### config.mk
export PLATFORM = sky130hd
export DESIGN_NAME = comparator_seq_param
export DESIGN_NICKNAME = d
export VERILOG_FILES = /design/src/rtl/comparator_seq_param.sv
export SDC_FILE = /design/constraint.sdc
export NUM_CORES = 1
export LEC_CHECK = 0
export BUFFER_PORTS_ARGS = -buffer_cell sky130_fd_sc_hd__buf_4
export CORE_AREA = 2 2 39 41
export DETAILED_ROUTE_END_ITERATION = 10
export DIE_AREA = 0 0 41 43
export GPL_ROUTABILITY_DRIVEN = 1
export PLACE_DENSITY = 0.58
export SLEW_MARGIN = 20
export SYNTH_ARGS = -nofsm -noshare
export SYNTH_HDL_FRONTEND = slang
export SYNTH_SLANG_ARGS = --single-unit
### constraint.sdc
create_clock -name clk -period 2.9 [get_ports clk]
set_input_delay 0.435 -clock clk [delete_from_list [all_inputs] [get_ports clk]]
set_output_delay 0.435 -clock clk [all_outputs]
set_load 0.02 [all_outputs]
### src/rtl/comparator_seq_param.sv
// Digit-serial magnitude comparator: compares two words fed DIGIT_W bits per
// accepted cycle, MSB- or LSB-first, unsigned or two's complement.
module comparator_seq_param #(
  parameter int DIGIT_W   = 1,
  parameter int WORD_LEN  = 4,
  parameter bit MSB_FIRST = 1
) (
  input  logic               clk,
  input  logic               reset,
  input  logic               start,
  input  logic               valid,
  input  logic               signed_mode,
  input  logic [DIGIT_W-1:0] a,
  input  logic [DIGIT_W-1:0] b,
  output logic               eq,
  output logic               gt,
  output logic               lt,
  output logic               busy,
  output logic               done
);

  localparam int CNT_W = $clog2(WORD_LEN + 1);
  localparam logic [CNT_W-1:0] LAST_IDX = CNT_W'(WORD_LEN - 1);
  localparam logic [CNT_W-1:0] SIGN_IDX = MSB_FIRST ? '0 : LAST_IDX;

  typedef enum logic {IDLE, RUN} state_t;
  typedef enum logic [1:0] {RES_EQ, RES_GT, RES_LT} res_t;

  state_t             state, state_nxt;
  res_t               res, res_nxt, digit_res;
  logic [CNT_W-1:0]   cnt, cnt_nxt, idx;
  logic               sgn_lat, sgn_nxt, sgn_cur, done_nxt, accept;
  logic [DIGIT_W-1:0] a_adj, b_adj;

  always_ff @(posedge clk) begin
    if (reset) begin
      state   <= IDLE;
      res     <= RES_EQ;
      cnt     <= '0;
      sgn_lat <= 1'b0;
      done    <= 1'b0;
    end else begin
      state   <= state_nxt;
      res     <= res_nxt;
      cnt     <= cnt_nxt;
      sgn_lat <= sgn_nxt;
      done    <= done_nxt;
    end
  end

  // A start restarts the word and may also carry its digit 0 in the same cycle,
  // so the digit index, sign mode and base result are taken from the restarted
  // context whenever start is high.
  always_comb begin
    state_nxt = state;
    res_nxt   = res;
    cnt_nxt   = cnt;
    sgn_nxt   = sgn_lat;
    done_nxt  = 1'b0;

    accept  = valid && (start || (state == RUN));
    idx     = start ? '0 : cnt;
    sgn_cur = start ? signed_mode : sgn_lat;

    a_adj = a;
    b_adj = b;
    if (sgn_cur && (idx == SIGN_IDX)) begin
      a_adj[DIGIT_W-1] = ~a[DIGIT_W-1];
      b_adj[DIGIT_W-1] = ~b[DIGIT_W-1];
    end

    if (a_adj > b_adj)      digit_res = RES_GT;
    else if (a_adj < b_adj) digit_res = RES_LT;
    else                    digit_res = RES_EQ;

    if (start) begin
      state_nxt = RUN;
      res_nxt   = RES_EQ;
      cnt_nxt   = '0;
      sgn_nxt   = signed_mode;
    end

    // MSB-first locks on the first difference; LSB-first lets later digits win.
    if (accept) begin
      if ((digit_res != RES_EQ) && (!MSB_FIRST || (res_nxt == RES_EQ)))
        res_nxt = digit_res;
      if (idx == LAST_IDX) begin
        state_nxt = IDLE;
        cnt_nxt   = '0;
        done_nxt  = 1'b1;
      end else begin
        state_nxt = RUN;
        cnt_nxt   = idx + CNT_W'(1);
      end
    end
  end

  assign eq   = (res == RES_EQ);
  assign gt   = (res == RES_GT);
  assign lt   = (res == RES_LT);
  assign busy = (state == RUN);

endmodule

==> flow_summary.yaml <==
detailed_routing:
  wl_met1_um: 326
  via_per_inst: 4.78
  wl_met3_um: 27
  routed_wl_um: 719
  vias: 349
  drc: 0
  wl_met2_um: 345
  drt_first_pass_iters: 4
  highest_layer: "met4"
  wl_per_cell_um: 9.85
  route.antenna.remaining_nets: 0
  dr.first_iter.drc_count: 5
pwr:
  p_leak_nw: 0.228
  pwr-share-comb_pct: 16.7
  p_switching_mw: 0.0592
  p_int_mw: 0.181
  p_per_area_mw_per_mm2: 474
  peakVddDrop_mv: 0.141
  total_power_mw: 0.240
  clock_power_share_pct: 34.7
  swShare_pct: 24.6
  p_seq_share_pct: 48.6
synthesis:
  syn_area_um2: 393
  synth_cell_types: 22
  syn_inst: 45
  syn-num-nets: 54
  ys_ff_latch: 8
  syn_avg_cell_area_um2: 8.73
  yosysWarnings: 0
  yosysSeqAreaShare_pct: 40.8
cts:
  numCtsBuffers: 3
  clock_latency_ns: 0.24
  tritoncts: "yes"
  root_buffer: "clkbuf_4"
  clockBufferDepth: 2
  cts_setup_buffers: 0
  clk_pin_slew_ns: 0.06
  clock_sinks: 8
  cts_hold_buffers: 0
  cts_resized: 0
  cts-htree-levels: 1
sta:
  layout_min_cycle_time_ns: 1.50
  slew_viol_final: 0
  slew_headroom_pct: 81.7
  period_share_pct: 51.7
  clock_skew_ns: 0.00289
  hold_ws_ns: 0.401
  max_freq_ghz: 0.667
  rsz0062_at_grt: "false"
  finalSetupViolations: 0
  worst_pin_slew_ns: 0.273
  tns_ns: 0
  hold_viol_final: 0
  fin_ws_ns: 1.40
global_route:
  grt-ovfl-total: 0
  first_global_vias: 309
  grt_usage_pct: 9.62
  grt_max_degree: 12
  grt_pass1_wl_um: 1100
  antenna_found_initial: 0
setup_path:
  critPathKind: "in -> reg"
  r2r_start: "cnt[0]"
  crit_path_start: "start"
  worstPathMaxFanout: 11
  worst_ep_required_time_ns: 3.03
  worstPathArrival_ns: 1.63
  critPathCaptureType: "flop"
  start_kind: "input pin"
die:
  die_area_mm2: 0.00176
  dieHeight_um: 43
  num_rows: 14
  core_area_mm2: 0.00138
  die_w_um: 41
  start_util_pct: 28.4
  ios: 12
place:
  dp_slack_ns: 1.13
  io_buffers: 11
  place_congestion: 0.749
  hpwl_um: 586
  placed_cells: 70
hold_path:
  hold_start: "valid"
  hold_path_class: "in -> reg"
final_layout:
  multi_input_area_um2: 206
  drive_gt1_share_pct: 26.3
  layout_commonest_cell: "buf_4"
  antennaDiodeCount: 0
  seq_area_um2: 160
  area_growth_pct: 29.0
  mostFrequentLayoutCells: "buf_4 (11), dfxtp_1 (8), nor2_1 (5), nand2_1 (4)"
  stdcell_count: 73
  fillers: 145
  nNetsFinal: 68
status:
  status: "finished, final reports clean"
flow_run:
  cap_violations: 0
## critical path, stage by stage
cell and delay (ns):
buf_4 0.15, nand2b_1 0.18, ha_1 0.21, nor4bb_1 0.14, a31oi_1 0.24, xor2_1 0.18
o32ai_1 0.10
## through the flow
stage | utilization [%] | instance area, um2
6_report | 36.6 | 507
5_1_grt | 36.6 | 507
4_1_cts | 36.6 | 507
3_5_place_dp | 35.0 | 484
3_3_place_gp | 35.0 | 484
2_1_floorplan | - | 393
## power groups by stage
stage | Clock [mW] | Sequential, mW | Combinational, mW
after floorplan | 0 | 0.120 | 0.0244
after global placement | 0 | 0.119 | 0.0404
after detailed placement | 0 | 0.119 | 0.0407
after CTS | 0.0880 | 0.117 | 0.0408
after global routing | 0.0931 | 0.117 | 0.0442
final | 0.0834 | 0.117 | 0.0402
## path summary, 6_finish.rpt
| path | endpoint | slack, ns | cells past startpoint |
|---|---|---|---|
| worst max-delay path | res[1] | 1.40 | 7 |
| worst min-delay path | busy | 0.40 | 2 |
| worst min register to register | sgn_lat | 0.51 | 2 |
| worst max register to register | res[1] | 1.52 | 6 |
## logic make-up after synthesis
family | count (synthesis) | synth area share (%)
AND/OR/NAND/NOR | 16 | 21.7
AO/OA/AOI/OAI | 9 | 15.3
flip-flops | 8 | 40.8
buffers and inverters | 6 | 6.69
XOR/XNOR | 3 | 6.69
adder cells (fa/ha/maj) | 2 | 6.37
multiplexers | 1 | 2.55
## registers in the layout, summed over array words and instances (netlist names)
name     cells
busy         1
done         1
res          2
sgn_lat      1
cnt          3
## metal layers
layer / vias up / global-route usage, %
met5: - / 0
met4: 0 / 8.00
met3: 2 / 4.71
met2: 7 / 14.4
met1: 159 / 9.27
li1: 181 / -
## Yosys cell counts
cell type / n / area, um2
dfxtp_1: 8 / 160
nor2_1: 5 / 18.8
nand2_1: 4 / 15.0
inv_1: 3 / 11.3
nand2b_1: 3 / 18.8
a21oi_1: 2 / 10.0
ha_1: 2 / 25.0
o21ai_1: 2 / 10.0
o32ai_1: 2 / 17.5
xor2_1: 2 / 17.5
a211oi_1: 1 / 7.51
a311oi_1: 1 / 8.76
a31oi_1: 1 / 6.26
and4b_1: 1 / 10.0
buf_1: 1 / 3.75
buf_4: 1 / 7.51
inv_2: 1 / 3.75
mux2i_1: 1 / 10.0
nor2b_1: 1 / 6.26
nor4bb_1: 1 / 10.0
or3_1: 1 / 6.26
xnor2_1: 1 / 8.76
## cell type report
cell class / instances / share of cell area, %
Clock buffer: 3 / 4.44
Inverter: 4 / 2.96
Multi-Input combinational cell: 31 / 40.7
Sequential cell: 8 / 31.6
Tap cell: 16 / 3.95
Timing Repair Buffer: 11 / 16.3
(Power assumes the default switching activity.)
